File: src/rtl/threshold_ctrl_pkg.sv
// Shared constants, state codes and the threshold clamp for the binarisation threshold sequencer.
package threshold_ctrl_pkg;

    localparam int PIX_W       = 12;
    localparam int TH_MAX      = 4095;
    localparam int DEF_INIT_TH = 947;
    localparam int DEF_STEP    = 16;

    localparam logic [1:0] IDLE   = 2'd0;
    localparam logic [1:0] ACCUM  = 2'd1;
    localparam logic [1:0] DIVIDE = 2'd2;
    localparam logic [1:0] DONE   = 2'd3;

    // Mean plus signed offset can leave the pixel range in either direction.
    function automatic logic [PIX_W-1:0] clampTh(input logic signed [13:0] v);
        logic [PIX_W-1:0] r;
        if (v < 14'sd0)
            r = '0;
        else if (v > 14'sd4095)
            r = PIX_W'(TH_MAX);
        else
            r = v[PIX_W-1:0];
        return r;
    endfunction

endpackage

File: src/rtl/threshold_ctrl_seq_divider.sv
// Unsigned restoring divider producing one quotient bit per cycle.
// Latency: done pulses SUM_W+1 cycles after start (SUM_W steps plus one registered cycle).
// No backpressure: start reloads the operands, abort cancels immediately without a done pulse.
module seq_divider #(
    parameter int SUM_W = 36,
    parameter int CNT_W = 24
) (
    input  logic             iCLK,
    input  logic             iRST,
    input  logic             start,
    input  logic             abort,
    input  logic [SUM_W-1:0] dividend,
    input  logic [CNT_W-1:0] divisor,
    output logic             busy,
    output logic             done,
    output logic [SUM_W-1:0] quotient
);

    localparam int STEP_W = $clog2(SUM_W + 1);

    logic [CNT_W-1:0]  rem;
    logic [CNT_W-1:0]  dvsr;
    logic [STEP_W-1:0] stepsLeft;
    logic [CNT_W:0]    shifted;
    logic [CNT_W:0]    diff;
    logic              fits;

    // rem < dvsr always, so the top bit of diff is a clean borrow flag.
    assign shifted = {rem, quotient[SUM_W-1]};
    assign diff    = shifted - {1'b0, dvsr};
    assign fits    = ~diff[CNT_W];

    always_ff @(posedge iCLK or negedge iRST) begin
        if (!iRST) begin
            rem       <= '0;
            dvsr      <= '0;
            quotient  <= '0;
            stepsLeft <= '0;
            busy      <= 1'b0;
            done      <= 1'b0;
        end else begin
            done <= 1'b0;
            if (abort) begin
                busy <= 1'b0;
            end else if (start) begin
                busy      <= 1'b1;
                rem       <= '0;
                dvsr      <= divisor;
                quotient  <= dividend;
                stepsLeft <= STEP_W'(SUM_W);
            end else if (busy) begin
                rem       <= fits ? diff[CNT_W-1:0] : shifted[CNT_W-1:0];
                quotient  <= {quotient[SUM_W-2:0], fits};
                stepsLeft <= stepsLeft - 1'b1;
                if (stepsLeft == STEP_W'(1)) begin
                    busy <= 1'b0;
                    done <= 1'b1;
                end
            end
        end
    end

endmodule

File: src/rtl/threshold_ctrl.sv
// Frame-synchronous binarisation threshold: manual key stepping or previous-frame mean plus offset.
// Latency: oTHRESH loads the cycle after frame start; the auto result is ready SUM_W+2 cycles after frame end.
// No backpressure: the gray stream is only tapped, never stalled.
module threshold_ctrl
    import threshold_ctrl_pkg::*;
#(
    parameter int                 INIT_TH = DEF_INIT_TH,
    parameter int                 STEP    = DEF_STEP,
    parameter logic signed [12:0] OFFSET  = 13'sd0,
    parameter int                 CNT_W   = 24,
    parameter int                 SUM_W   = 36
) (
    input  logic        iCLK,
    input  logic        iRST,
    input  logic        iFVAL,
    input  logic        iDVAL,
    input  logic [11:0] iDATA,
    input  logic        iMODE,
    input  logic        iKEY_UP,
    input  logic        iKEY_DN,
    output logic [11:0] oTHRESH,
    output logic        oUPDATE,
    output logic [11:0] oMEAN,
    output logic        oBUSY
);

    logic              fvalD;
    logic              fs;
    logic              fe;
    logic              pixVld;
    logic [1:0]        state;
    logic [SUM_W-1:0]  sum;
    logic [CNT_W-1:0]  cnt;
    logic [PIX_W-1:0]  manTh;
    logic [PIX_W-1:0]  autoTh;
    logic [PIX_W-1:0]  meanQ;
    logic [PIX_W:0]    manUp;
    logic signed [13:0] autoSum;
    logic              divStart;
    logic              divAbort;
    logic              divBusy;
    logic              divDone;
    logic [SUM_W-1:0]  quotient;

    assign fs       = iFVAL & ~fvalD;
    assign fe       = ~iFVAL & fvalD;
    assign pixVld   = iFVAL & iDVAL;
    assign divStart = (state == ACCUM) & fe & (cnt != '0);
    assign divAbort = (state == DIVIDE) & fs;
    assign oBUSY    = divBusy | divDone;

    // The quotient cannot exceed the largest pixel, but saturate rather than truncate if it ever did.
    assign meanQ   = (quotient[SUM_W-1:PIX_W] != '0) ? PIX_W'(TH_MAX) : quotient[PIX_W-1:0];
    assign autoSum = $signed({2'b00, meanQ}) + $signed({OFFSET[12], OFFSET});
    assign manUp   = {1'b0, manTh} + (PIX_W+1)'(STEP);

    seq_divider #(
        .SUM_W (SUM_W),
        .CNT_W (CNT_W)
    ) uDiv (
        .iCLK     (iCLK),
        .iRST     (iRST),
        .start    (divStart),
        .abort    (divAbort),
        .dividend (sum),
        .divisor  (cnt),
        .busy     (divBusy),
        .done     (divDone),
        .quotient (quotient)
    );

    always_ff @(posedge iCLK or negedge iRST) begin
        if (!iRST) begin
            fvalD <= 1'b0;
            manTh <= PIX_W'(INIT_TH);
        end else begin
            fvalD <= iFVAL;
            if (iKEY_UP & ~iKEY_DN)
                manTh <= (manUp > (PIX_W+1)'(TH_MAX)) ? PIX_W'(TH_MAX) : manUp[PIX_W-1:0];
            else if (iKEY_DN & ~iKEY_UP)
                manTh <= (manTh < PIX_W'(STEP)) ? '0 : manTh - PIX_W'(STEP);
        end
    end

    // Registered sources are sampled here, so a key in the fs cycle waits for the next frame.
    always_ff @(posedge iCLK or negedge iRST) begin
        if (!iRST) begin
            oTHRESH <= PIX_W'(INIT_TH);
            oUPDATE <= 1'b0;
        end else begin
            oUPDATE <= fs;
            if (fs)
                oTHRESH <= iMODE ? autoTh : manTh;
        end
    end

    always_ff @(posedge iCLK or negedge iRST) begin
        if (!iRST) begin
            state  <= IDLE;
            sum    <= '0;
            cnt    <= '0;
            oMEAN  <= '0;
            autoTh <= PIX_W'(INIT_TH);
        end else if (fs) begin
            // A pixel arriving with frame start belongs to the new frame.
            state <= ACCUM;
            sum   <= pixVld ? SUM_W'(iDATA) : '0;
            cnt   <= pixVld ? CNT_W'(1) : '0;
        end else begin
            case (state)
                ACCUM: begin
                    if (fe)
                        state <= (cnt == '0) ? IDLE : DIVIDE;
                    else if (pixVld && !(&cnt)) begin
                        sum <= sum + SUM_W'(iDATA);
                        cnt <= cnt + 1'b1;
                    end
                end
                DIVIDE: begin
                    if (divDone) begin
                        oMEAN  <= meanQ;
                        autoTh <= clampTh(autoSum);
                        state  <= DONE;
                    end
                end
                DONE:    state <= IDLE;
                default: state <= IDLE;
            endcase
        end
    end

endmodule

File: config.mk
export PLATFORM = sky130hd
export DESIGN_NAME = threshold_ctrl
export DESIGN_NICKNAME = d
export VERILOG_FILES = /design/src/rtl/threshold_ctrl_pkg.sv /design/src/rtl/threshold_ctrl_seq_divider.sv /design/src/rtl/threshold_ctrl.sv
export SDC_FILE = /design/constraint.sdc
export NUM_CORES = 1
export LEC_CHECK = 0
export BUFFER_PORTS_ARGS = -buffer_cell sky130_fd_sc_hd__buf_2
export CAP_MARGIN = 10
export CORE_ASPECT_RATIO = 1.1
export CORE_MARGIN = 10
export CORE_UTILIZATION = 29
export CTS_CLUSTER_DIAMETER = 30
export DETAILED_ROUTE_END_ITERATION = 6
export PLACE_DENSITY_LB_ADDON = 0.2
export SYNTH_ARGS = -nofsm -noshare
export SYNTH_HDL_FRONTEND = slang
export SYNTH_HIERARCHICAL = 1
export SYNTH_SLANG_ARGS = --single-unit
File: constraint.sdc
create_clock -name iCLK -period 3.8 [get_ports iCLK]
set_input_delay 0.19 -clock iCLK [delete_from_list [all_inputs] [get_ports iCLK]]
set_output_delay 0.19 -clock iCLK [all_outputs]
set_load 0.005 [all_outputs]
## Yosys cells after proc, flatten, opt, wreduce, memory -nomap -nowiden

Index checks and enable logic that the tools add are counted.

- Input bits: 19
- Register bits after elaboration: 204
- Output and inout bits: 26
- Logic and storage cells: 100

- Reductions and logical operators: 15
- Bitwise gates (word level): 16
- Add/sub/neg operators: 6
- Eq/ne operators: 6
- Mux-type cells: 38
- Order comparisons: 4

Operators with widths:

| cell | number |
|---|---|
| $mux W36 | 6 |
| $mux W24 | 7 |
| $mux W12 | 9 |
| $reduce_bool A24 Y1 | 2 |
| $add A36 B12 Y36 | 1 |
| $sub A25 B24 Y25 | 1 |
| $add A24 B1 Y24 const B | 1 |
| $logic_not A24 Y1 | 1 |
| $reduce_and A24 Y1 | 1 |
| $add A12 B5 Y13 const B | 1 |
| $gt A13 B12 Y1 const B | 1 |
| $gt A12 B12 Y1 const B | 1 |
| $lt A12 B1 Y1 const B | 1 |
| $lt A12 B5 Y1 const B | 1 |
| $mux W6 | 2 |
| $sub A12 B5 Y12 const B | 1 |
| $mux W1 | 9 |
| $and A1 B1 Y1 | 8 |
| $mux W2 | 4 |
| $reduce_bool A2 Y1 | 4 |
| $not A1 Y1 | 7 |
| $eq A6 B1 Y1 const B | 1 |
| $reduce_and A2 Y1 | 3 |
| $reduce_and A3 Y1 | 2 |
| other kinds (10) | 10 |

## Longest topological paths before layout

Gate-level depths: netlist of the first run.

- Depth after elaboration: 7
- Gate-level depth with buffers: 14

## Modules after synthesis

Netlist of the first run, hierarchy kept.

Modules (own cells, without submodules):

| module | instances | area each (um2) | cells each |
|---|---|---|---|
| threshold_ctrl | 1 | 6,326.1 | 711 |
| seq_divider | 1 | 5,451.5 | 614 |

## Least setup slack after synthesis of the first run

OpenSTA, ideal clock, no wires.

- Kind: register to register
- From: register uDiv.quotient[35]
- To: register uDiv.rem[4]
- Arrival: 2.720 ns
- Period minus slack after synthesis: 2.846 ns
- Buffers on the path: 2
- Cell stages (with the launch flop): 15
- Path slack: 0.954 ns
- Cells stage by stage: dfrtp_1 inv_1 ha_1 inv_1 fa_1 a211oi_1 o21a_1 a21oi_2 o211ai_2 nand4_1 a21o_1 buf_6 and2_4 buf_6 a221o_1

- Longest elaborated chain between the ends: 4

RTL lines:

| what | line | text |
|---|---|---|
| start, declared | threshold_ctrl_seq_divider.sv:16 | `output logic [SUM_W-1:0] quotient` |
| start signal, assigned | threshold_ctrl_seq_divider.sv:49 | `quotient <= dividend;` |
| start signal, assigned | threshold_ctrl_seq_divider.sv:53 | `quotient <= {quotient[SUM_W-2:0], fits};` |
| $sub A25 B24 Y25 | threshold_ctrl_seq_divider.sv:30 | `assign diff = shifted - {1'b0, dvsr};` |
| $mux W24 | threshold_ctrl_seq_divider.sv:52 | `rem <= fits ? diff[CNT_W-1:0] : shifted[CNT_W-1:0];` |
| $mux W24 | threshold_ctrl_seq_divider.sv:51 | `end else if (busy) begin` |
| $mux W24 | threshold_ctrl_seq_divider.sv:45 | `end else if (start) begin` |
| end signal, assigned | threshold_ctrl_seq_divider.sv:52 |  |
| end, declared | threshold_ctrl_seq_divider.sv:21 | `logic [CNT_W-1:0] rem;` |

No other way between the ends. The select of a mux whose other input is x is not followed.
A chain may end at the register's enable or synchronous reset.

## Worst setup path in the final report of the first run

- From: register uDiv.quotient[35]
- To: register uDiv.rem[1]

Same word-level chain as after synthesis.

==> flow_metrics.tcl, run 1 <==
set metrics [dict create \
    grt_overflow_total 0 \
    endpoint_kind "flip-flop" \
    grt_antenna_before_repair 0 \
    layout.cells.non_filler 1944 \
    required_time_at_the_worst_slack_endpoint_ns 4.24 \
    worst_hold_startpoint "iDATA[10]" \
    synth.area.top_cells "sky130_fd_sc_hd__dfrtp_1 38%, sky130_fd_sc_hd__nand2_1 5.4%, sky130_fd_sc_hd__ha_1 5.2%, sky130_fd_sc_hd__nor2_1 4.6%, sky130_fd_sc_hd__dfstp_2 4.5%" \
    num_rows 77 \
    cts_made_buffers 58 \
    area_growth_pct 23.7 \
    synth_top_cells_by_count "181 x sky130_fd_sc_hd__dfrtp_1, 168 x sky130_fd_sc_hd__nand2_1, 143 x sky130_fd_sc_hd__nor2_1" \
    yosysMostFrequentCell "sky130_fd_sc_hd__dfrtp_1" \
    worst-path-max-fanout 22 \
    power_density_mw_per_mm2 879 \
    drc 0 \
    worst_ep_arrival_time_ns 3.63 \
    core-area_mm2 0.0402 \
    synth-main-ff-cell "sky130_fd_sc_hd__dfrtp_1" \
    period_needed_ns 3.19 \
    reg_clk_slew_reported_paths_ns 0.04 \
    syn-cell-area_mm2 0.0118 \
    r2r_setup_slack_ns 0.61 \
    number_of_antenna_cells_inserted 0 \
    internal_power_mw 8.01 \
    dpl-instance-area_mm2 0.0125 \
    setup-violations-final 0 \
    maxClockFrequency_ghz 0.313 \
    dp_hpwl_mm 21.2 \
    clock-skew-final_ns 0.0367 \
    htree_levels 2 \
    detail_route.wirelength_mm 31.0 \
    timing_worst_slew_pin_value_ns 0.854 \
    worstSetupStartpointType "flip-flop" \
    yosysTopAreaCell "sky130_fd_sc_hd__dfrtp_1" \
    buffer_ports.inserted 44 \
    clock_latency_ns 0.59 \
    gp_congestion 0.817 \
    detailroute.via_count 9743 \
    fill_cells 4058 \
    run_status "completed" \
    die-width_um 212 \
    postSynthNetCount 1395 \
    cts_buffer_depth 3 \
    fp.dieArea_mm2 0.0491 \
    syn-mean-instance-area_um2 8.89 \
    place.detailed.instances 1825 \
    yosys.cell_types.count 82 \
    p_sw_mw 4.79 \
    fin_tns_setup_ns 0 \
    floorplan.io_pins 45 \
    post_synth_edffs 0 \
    dr.first_iter.drc_count 529 \
    hold_path_end "sum[10]" \
    grt_pass1_vias 9859 \
    hold-worst-slack_ns 0.0789 \
    leakagePower_nw 6.29 \
    drt.antenna.violating_nets 0 \
    criticalPathCategory "reg -> reg" \
    route.detailed.vias_per_inst 5.01 \
    maxCapViolations 0 \
    cts-root-buf "sky130_fd_sc_hd__clkbuf_16" \
    routedWlPerCell_um 15.9 \
    slew_headroom_pct 42.9 \
    power.share.clock_pct 36.7 \
    worstReg2RegStart "uDiv/quotient[35]" \
    maxSlewViolCount 0 \
    cts_post_setup_buffers_inserted 0 \
    tritoncts "done" \
    power.share.switching_pct 37.4 \
    global_route.usage.total_pct 12.8 \
    p_seq_share_pct 26.2 \
    synth-seq-cells 201 \
    combinationalPowerShare_pct 37.2 \
    die_h_um 231 \
    post_route_cells_drive_above_1_share_pct 15.0 \
    final_nets 1455 \
    synth_warnings 6 \
    worst_hold_class "in -> reg" \
    report.final.hold_viol_count 0 \
    clock_sinks 201 \
    vdd.ir_drop.worst_mv 0.404 \
    grt_setup_unrepaired "false" \
    initial_utilization_pct 29.3 \
    layout_worst_path_cycle_share_pct 84.0 \
    drtPass1Iterations 5 \
    holdPathStages 4 \
    synth_cells 1325 \
    grt_first_pass_wirelength_mm 52.1 \
    grt_start_max_net_pins 78 \
    ff2ff_path_depth 13 \
    critical_path.reg2reg.endpoint "uDiv/rem[1]" \
    ys_seq_area_share_pct 42.9 \
    postSynth.asyncResetShare_pct 100 \
    layout.cell_area.non_filler_mm2 0.0146 \
    synth_top_area_share_pct 38.5 \
]
==> sequential cells by signal, indices dropped and copies added, names as in the netlist <==
register        flops
manTh              10
autoTh             12
oTHRESH            12
oUPDATE             1
uDiv/rem           24
cnt                24
uDiv/done           1
sum                36
uDiv/quotient      36
state               2
uDiv/busy           1
uDiv/dvsr          24
oMEAN              11
fvalD               1
uDiv/stepsLeft      6
==> per-layer routing <==
layer	vias up	global-route usage (%)	wire, um
met1	4726	17.0	14800
met3	43	2.48	1120
met4	0	4.70	579
li1	4841	-	-
met2	133	20.3	14500
met5	-	0	0
==> cell type report <==
cell class	count	area (um^2)	area share, %
clock inverter	25	289	1.98
tap	513	642	4.41
sequential	201	5050	34.7
multi-input combinational	978	6150	42.2
clock buffer	81	1650	11.3
timing repair buffer	77	522	3.58
inverter	69	259	1.78
==> worst max-delay path, cell delays in order (launching register included) <==
cell,delay [ns]
sky130_fd_sc_hd__dfrtp_1,0.39
sky130_fd_sc_hd__inv_1,0.09
sky130_fd_sc_hd__ha_1,0.16
sky130_fd_sc_hd__inv_1,0.05
sky130_fd_sc_hd__fa_1,0.41
sky130_fd_sc_hd__a211oi_1,0.25
sky130_fd_sc_hd__o21a_1,0.27
sky130_fd_sc_hd__a21oi_2,0.10
sky130_fd_sc_hd__o211ai_2,0.21
sky130_fd_sc_hd__nand4_1,0.15
sky130_fd_sc_hd__nand3_1,0.24
sky130_fd_sc_hd__buf_4,0.33
sky130_fd_sc_hd__a21oi_1,0.11
sky130_fd_sc_hd__a311o_1,0.28
==> cell families after synthesis <==
group	after synthesis	synth area share [%]
AO/OA/AOI/OAI	336	18.2
buffers and inverters	146	5.11
multiplexers	51	4.36
adder cells (fa/ha/maj)	52	5.63
flip-flops	201	42.9
AND/OR/NAND/NOR	489	20.1
XOR/XNOR	50	3.72
==> repair_timing <==
action / in CTS / in global routing
endpoints found under the hold margin: 68 / 0
hold buffers: 13 / 0
gates resized for setup: 0 / 0
==> layout by cell type, fill, tap and decap left out, types with 30 or more instances in the layout <==
cell,n
sky130_fd_sc_hd__a21oi_1,74
sky130_fd_sc_hd__buf_2,43
sky130_fd_sc_hd__clkbuf_16,59
sky130_fd_sc_hd__dfrtp_1,181
sky130_fd_sc_hd__ha_1,48
sky130_fd_sc_hd__inv_1,69
sky130_fd_sc_hd__mux2i_1,49
sky130_fd_sc_hd__nand2_1,168
sky130_fd_sc_hd__nor2_1,139
sky130_fd_sc_hd__o211ai_1,30
sky130_fd_sc_hd__o21ai_0,104
sky130_fd_sc_hd__xnor2_1,41
==> worst max-delay path by stage <==
stage               cells after the start           to  slack (ns)               from
detailed placement                     13  uDiv/rem[1]        0.65  uDiv/quotient[35]
floorplan                              14  uDiv/rem[4]        0.95  uDiv/quotient[35]
finish                                 13  uDiv/rem[1]        0.61  uDiv/quotient[35]
global placement                       13  uDiv/rem[1]        0.69  uDiv/quotient[35]
CTS                                    13  uDiv/rem[1]        0.62  uDiv/quotient[35]
global route                           13  uDiv/rem[1]        0.39  uDiv/quotient[35]
==> power by group through the flow <==
stage,clock network (mW),logic [mW],registers [mW]
detailed placement,0,4.77,3.38
CTS,4.79,4.79,3.36
global route,4.92,5.44,3.45
finish,4.69,4.76,3.35
floorplan,0,3.87,3.10
global placement,0,4.74,3.38
==> metrics by stage <==
stage / setup WS, ns / total power, mW / util [%]
global route: 0.390 / 13.8 / 36.3
finish: 0.608 / 12.8 / 36.3
detailed placement: 0.646 / 8.15 / 31.1
global placement: 0.687 / 8.12 / 31.1
floorplan: 0.954 / 6.97 / -
CTS: 0.616 / 12.9 / 36.3
(Power assumes the default switching activity.)
==> run 2, diff against run 1 <==
Clock period 3.8 ns to 3.1 ns, I/O delays scaled along.
==> run 2 against run 1 <==
  * Flip-flop and latch count did not move
  * Via count rose by 0.22%
  * Die area did not move
  * Clock skew fell by 0.0028 ns
  * Clock power is 36% higher
  * Power is 29% higher
  * Combinational power is 28% higher
  * Design area is 2.9% higher
  * Wire length rose by 1.3%
  * Utilization rose by 1.0 points
  * Critical path depth decreased by 1
  * Register-to-register slack got worse by 0.36 ns
  * Critical path type unchanged
==> flow_metrics.tcl, run 2 (synthesized netlist as in run 1, its figures left out) <==
set metrics [dict create \
    final_cell_mix "181 x sky130_fd_sc_hd__dfrtp_1, 168 x sky130_fd_sc_hd__nand2_1, 139 x sky130_fd_sc_hd__nor2_1" \
    grt_overflow_total 0 \
    path_cells "inv_1 > ha_1 > inv_1 > fa_2 > a211oi_2 > o21a_1 > a21oi_2 > o211ai_2 > nand4_1 > a21o_1 > and2_4 > a311o_1" \
    maxSlewViolCount 0 \
    global_route.usage.total_pct 12.9 \
    endpoint_kind "flip-flop" \
    grt_pass1_vias 9808 \
    worst_ep_arrival_time_ns 3.31 \
    criticalPathCategory "reg -> reg" \
    layout_worst_path_cycle_share_pct 92.1 \
    registers_with_the_highest_flip_flop_counts "sum: 36 flops, uDiv/quotient: 36 flops" \
    floorplan.io_pins 45 \
    fin_tns_setup_ns 0 \
    area_growth_pct 27.2 \
    drt.antenna.violating_nets 0 \
    required_time_at_the_worst_slack_endpoint_ns 3.56 \
    num_rows 77 \
    die-width_um 212 \
    reg_clk_slew_reported_paths_ns 0.04 \
    hold-worst-slack_ns 0.0561 \
    post_route_cells_drive_above_1_share_pct 16.9 \
    post-place-ws_ns 0.131 \
    detail_route.wirelength_mm 31.4 \
    detailroute.via_count 9764 \
    buffer_ports.inserted 44 \
    cts_buffer_depth 3 \
    slew_headroom_pct 51.4 \
    most_common_cell_after_layout_fill_and_taps_aside "sky130_fd_sc_hd__dfrtp_1" \
    timing_worst_slew_pin_value_ns 0.726 \
    cp.depth 12 \
    clock_sinks 201 \
    power_density_mw_per_mm2 1100 \
    critical-path-top-delay-family "compound AO/OA/AOI/OAI gates" \
    report.final.hold_viol_count 0 \
    worst_hold_class "in -> reg" \
    gp_congestion 0.816 \
    holdPathStages 3 \
    cp_num_buf_inv 2 \
    clock-skew-final_ns 0.0339 \
    vdd.ir_drop.worst_mv 0.478 \
    number_of_antenna_cells_inserted 0 \
    run_status "completed" \
    core-area_mm2 0.0402 \
    worst_path_max_delay_cell "sky130_fd_sc_hd__dfrtp_1" \
    tritoncts "done" \
    worst-path-max-fanout 11 \
    cts_made_buffers 59 \
    leakagePower_nw 6.49 \
    drtPass1Iterations 5 \
    die_h_um 231 \
    grt_antenna_before_repair 0 \
    cts-root-buf "sky130_fd_sc_hd__clkbuf_16" \
    initial_utilization_pct 29.3 \
    routedWlPerCell_um 15.9 \
    fp.dieArea_mm2 0.0491 \
    ff2ff_path_depth 12 \
    worstSetupStartpointType "flip-flop" \
    route.detailed.vias_per_inst 4.96 \
    critical-path-max-stage-delay_ns 0.37 \
    maxClockFrequency_ghz 0.350 \
    grt_first_pass_wirelength_mm 52.2 \
    htree_levels 2 \
    worstReg2RegStart "uDiv/quotient[35]" \
    grt_setup_unrepaired "false" \
    dr.first_iter.drc_count 543 \
    dp_hpwl_mm 21.5 \
    period_needed_ns 2.85 \
    maxCapViolations 0 \
    critical_path.most_common_cell "sky130_fd_sc_hd__inv_1" \
    worst_hold_startpoint "iMODE" \
    setup.worst_path.start "uDiv/quotient[35]" \
    setup-violations-final 0 \
    grt_start_max_net_pins 73 \
    clock_latency_ns 0.60 \
    setup_slack_ns 0.246 \
    final_nets 1476 \
    drc 0 \
]
[run 2: area by class of cell]
class                           count  area (um^2)
Clock buffer                       81         1700
Fill cell                        3942        25200
Multi-Input combinational cell    979         6170
Sequential cell                   201         5050
Clock inverter                     30          445
Tap cell                          513          642
Inverter                           69          259
Timing Repair Buffer               96          712
[run 2: per-stage QoR]
stage          cells  util (%)  instance area [um^2]  power [mW]
5_1_grt         1969      37.3                 15000        17.7
6_report        1969      37.3                 15000        16.6
4_1_cts         1965      37.2                 14900        16.6
2_1_floorplan   1325         -                 11800        8.54
3_5_place_dp    1840      31.5                 12600        10.1
3_3_place_gp    1840      31.5                 12600        10.0
[run 2: worst reg2reg max path, stage by stage, from the launching register on]
cell and delay, ns:
sky130_fd_sc_hd__dfrtp_1 0.37, sky130_fd_sc_hd__inv_1 0.08, sky130_fd_sc_hd__ha_1 0.16, sky130_fd_sc_hd__inv_1 0.06, sky130_fd_sc_hd__fa_2 0.36, sky130_fd_sc_hd__a211oi_2 0.23, sky130_fd_sc_hd__o21a_1 0.17, sky130_fd_sc_hd__a21oi_2 0.09
sky130_fd_sc_hd__o211ai_2 0.23, sky130_fd_sc_hd__nand4_1 0.17, sky130_fd_sc_hd__a21o_1 0.22, sky130_fd_sc_hd__and2_4 0.22, sky130_fd_sc_hd__a311o_1 0.36
[run 2: what timing repair did]
action | CTS | global route
gates resized for setup | 0 | 5
endpoints found under the hold margin | 82 | 0
setup endpoints to repair | 0 | 9
hold buffers | 14 | 0
buffers inserted | 0 | 3
[run 2: where the power goes]
| part | internal, mW | switching [mW] |
|---|---|---|
| clock network | 4.55 | 1.82 |
| registers | 3.39 | 0.697 |
| logic | 2.59 | 3.50 |
[run 2: layer usage]
layer	global-route usage, %	part of all wire [%]
met1	17.0	48
met3	2.86	3.7
met2	20.3	46
met5	0	0
met4	4.59	2.3
[run 2: worst paths after layout]
kind	endpoint	slack (ns)
worst max-delay path	uDiv/rem[1]	0.25
worst min-delay path	oTHRESH[5]	0.06
worst max register to register	uDiv/rem[1]	0.25
worst min register to register	oTHRESH[8]	0.49
max in group asynchronous	autoTh[7]	2.05
min in group asynchronous	oTHRESH[11]	0.16
==> run 3, diff against run 2 <==
Settings changed: CORE_ASPECT_RATIO 1.1 to not set.
Clock period 3.1 ns to 2.6 ns, I/O delays scaled along.
==> run 3 against run 2 <==
  * The flow now finishes with violations (setup timing)
  * Global-route usage up 0.32 points
  * Clock power up 28%
  * Combinational power up 40%
  * Hold slack better by 0.047 ns
  * Critical path depth unchanged
  * Sequential power up 17%
  * Critical endpoint is now uDiv/rem[5]
  * Largest cell class unchanged
  * Largest power group is now combinational cells
  * Highest routed layer is now met5
==> flow_metrics.tcl, run 3 (synthesized netlist as in run 1, its figures left out) <==
set metrics [dict create \
    report.final.hold_viol_count 0 \
    worst_ep_arrival_time_ns 3.20 \
    buffer_ports.inserted 44 \
    die_h_um 222 \
    dp_hpwl_mm 22.3 \
    critical-path-max-stage-delay_ns 0.38 \
    post-place-ws_ns -0.195 \
    final_nets 1542 \
    maxSlewViolCount 0 \
    cts_made_buffers 61 \
    critical-path-top-delay-family "compound AO/OA/AOI/OAI gates" \
    critical_path.most_common_cell "sky130_fd_sc_hd__inv_2" \
    maxCapViolations 0 \
    cts_buffer_depth 3 \
    grt_antenna_before_repair 2 \
    slew_headroom_pct 57.9 \
    seq_area_mm2 0.00505 \
    path_cells "inv_2 > ha_4 > inv_2 > fa_2 > a211oi_2 > o21a_1 > a21oi_2 > o211ai_2 > nand4_1 > a21o_1 > and2_4 > a221o_1" \
    cp_num_buf_inv 2 \
    required_time_at_the_worst_slack_endpoint_ns 3.08 \
    gp_congestion 0.830 \
    routedWlPerCell_um 16.0 \
    fill_cells 3981 \
    global_route.usage.total_pct 13.2 \
    timing_worst_slew_pin_value_ns 0.631 \
    grt_start_max_net_pins 75 \
    drtPass1Iterations 5 \
    reg_clk_slew_reported_paths_ns 0.04 \
    grt_pass1_vias 10200 \
    drt.antenna.violating_nets 0 \
    grt_first_pass_wirelength_mm 54.7 \
    detailroute.via_count 10200 \
    vdd.ir_drop.worst_mv 0.671 \
    grt_setup_unrepaired "true" \
    die-width_um 222 \
    setup-violations-final 25 \
    grt_overflow_total 0 \
    setup.worst_path.start "uDiv/quotient[35]" \
    clock-skew-final_ns 0.0229 \
    layout.cells.non_filler 2049 \
    num_rows 73 \
    worst-path-max-fanout 7 \
    core-area_mm2 0.0399 \
    worstReg2RegStart "uDiv/quotient[35]" \
    hold-worst-slack_ns 0.103 \
    place.detailed.instances 1903 \
    power_density_mw_per_mm2 1360 \
    worstSetupStartpointType "flip-flop" \
    registers_with_the_highest_flip_flop_counts "sum: 36 flops, uDiv/quotient: 36 flops" \
    htree_levels 2 \
    tritoncts "done" \
    leakagePower_nw 6.90 \
    final_cell_mix "181 x sky130_fd_sc_hd__dfrtp_1, 168 x sky130_fd_sc_hd__nand2_1, 139 x sky130_fd_sc_hd__nor2_1" \
    total_power_mw 21.5 \
    endpoint_kind "flip-flop" \
    utilization_pct 39.6 \
    period_needed_ns 2.72 \
    setup_slack_ns -0.119 \
    drc 0 \
    number_of_antenna_cells_inserted 0 \
    layout_worst_path_cycle_share_pct 105 \
    route.detailed.vias_per_inst 4.97 \
    area_growth_pct 34.1 \
    worst_hold_class "in -> async" \
    floorplan.io_pins 45 \
    initial_utilization_pct 29.5 \
    failing_checks "setup timing" \
    criticalPathCategory "reg -> reg" \
    detail_route.wirelength_mm 32.8 \
    dpl-instance-area_mm2 0.0131 \
    dr.first_iter.drc_count 623 \
    run_status "complete, but fails checks" \
    multiInputGateArea_mm2 0.00627 \
    post_route_cells_drive_above_1_share_pct 21.7 \
    most_common_cell_after_layout_fill_and_taps_aside "sky130_fd_sc_hd__dfrtp_1" \
    fin_tns_setup_ns -1.71 \
    maxClockFrequency_ghz 0.368 \
    cts-root-buf "sky130_fd_sc_hd__clkbuf_16" \
    clock_latency_ns 0.61 \
    clock_sinks 201 \
    fp.dieArea_mm2 0.0491 \
    layout.cell_area.non_filler_mm2 0.0158 \
    worst_path_max_delay_cell "sky130_fd_sc_hd__dfrtp_1" \
]
run 3: cell types whose count changed in the layout (fill, tap and decap cells not counted), moves of 3 or more:
cell / change
sky130_fd_sc_hd__buf_12: +3
sky130_fd_sc_hd__bufinv_16: +5
sky130_fd_sc_hd__a211oi_2: +3
sky130_fd_sc_hd__buf_6: +4
sky130_fd_sc_hd__clkbuf_8: -5
sky130_fd_sc_hd__a211oi_1: -3
sky130_fd_sc_hd__buf_4: +54
sky130_fd_sc_hd__inv_1: -3
sky130_fd_sc_hd__clkinvlp_4: +3
run 3: cell type report:
cell class                      instances  area share [%]
Multi-Input combinational cell        979            39.7
Sequential cell                       201            32.0
Tap cell                              525            4.16
Inverter                               69            1.66
Clock inverter                         39            3.87
Timing Repair Buffer                  160            8.00
Clock buffer                           76            10.6
run 3: path summary, 6_finish.rpt:
path	to	slack (ns)	cells after the start
setup / recovery	uDiv/rem[5]	-0.12	12
hold / removal	uDiv/rem[13]	0.10	2
setup reg to reg	uDiv/rem[5]	-0.12	12
hold reg to reg	oTHRESH[8]	0.49	2
max in group asynchronous	cnt[16]	1.68	3
min in group iCLK	manTh[7]	0.14	3
run 3: what timing repair did:
action | 4_1_cts | 5_1_grt
hold endpoints to repair | 106 | 0
pin swaps | 26 | 18
gates resized for setup | 15 | 20
gates cloned | 1 | 0
hold buffers | 15 | 0
endpoints found under the setup margin | 25 | 92
buffers inserted | 6 | 9
run 3: routing by layer:
layer  global-route usage (%)  wire length [um]  vias to the layer above
met5                        0                13                        -
met4                     4.00               578                        2
met3                     3.18              1440                       53
met2                     20.1             14500                      186
met1                     18.1             16200                     4913
li1                         -                 -                     5028
run 3: report_power, final:
part           total [mW]  switching [mW]  leakage (nW)  internal, mW
clock network        8.17            2.26          1.11          5.91
registers            4.77           0.727          2.58          4.05
logic                8.52            4.59          3.21          3.93
run 3: worst register-to-register path, stage by stage (launching register included):
cell and delay, ns:
sky130_fd_sc_hd__dfrtp_1 0.38, sky130_fd_sc_hd__inv_2 0.08, sky130_fd_sc_hd__ha_4 0.13, sky130_fd_sc_hd__inv_2 0.04, sky130_fd_sc_hd__fa_2 0.35, sky130_fd_sc_hd__a211oi_2 0.24, sky130_fd_sc_hd__o21a_1 0.17, sky130_fd_sc_hd__a21oi_2 0.07
sky130_fd_sc_hd__o211ai_2 0.18, sky130_fd_sc_hd__nand4_1 0.17, sky130_fd_sc_hd__a21o_1 0.26, sky130_fd_sc_hd__and2_4 0.23, sky130_fd_sc_hd__a221o_1 0.30
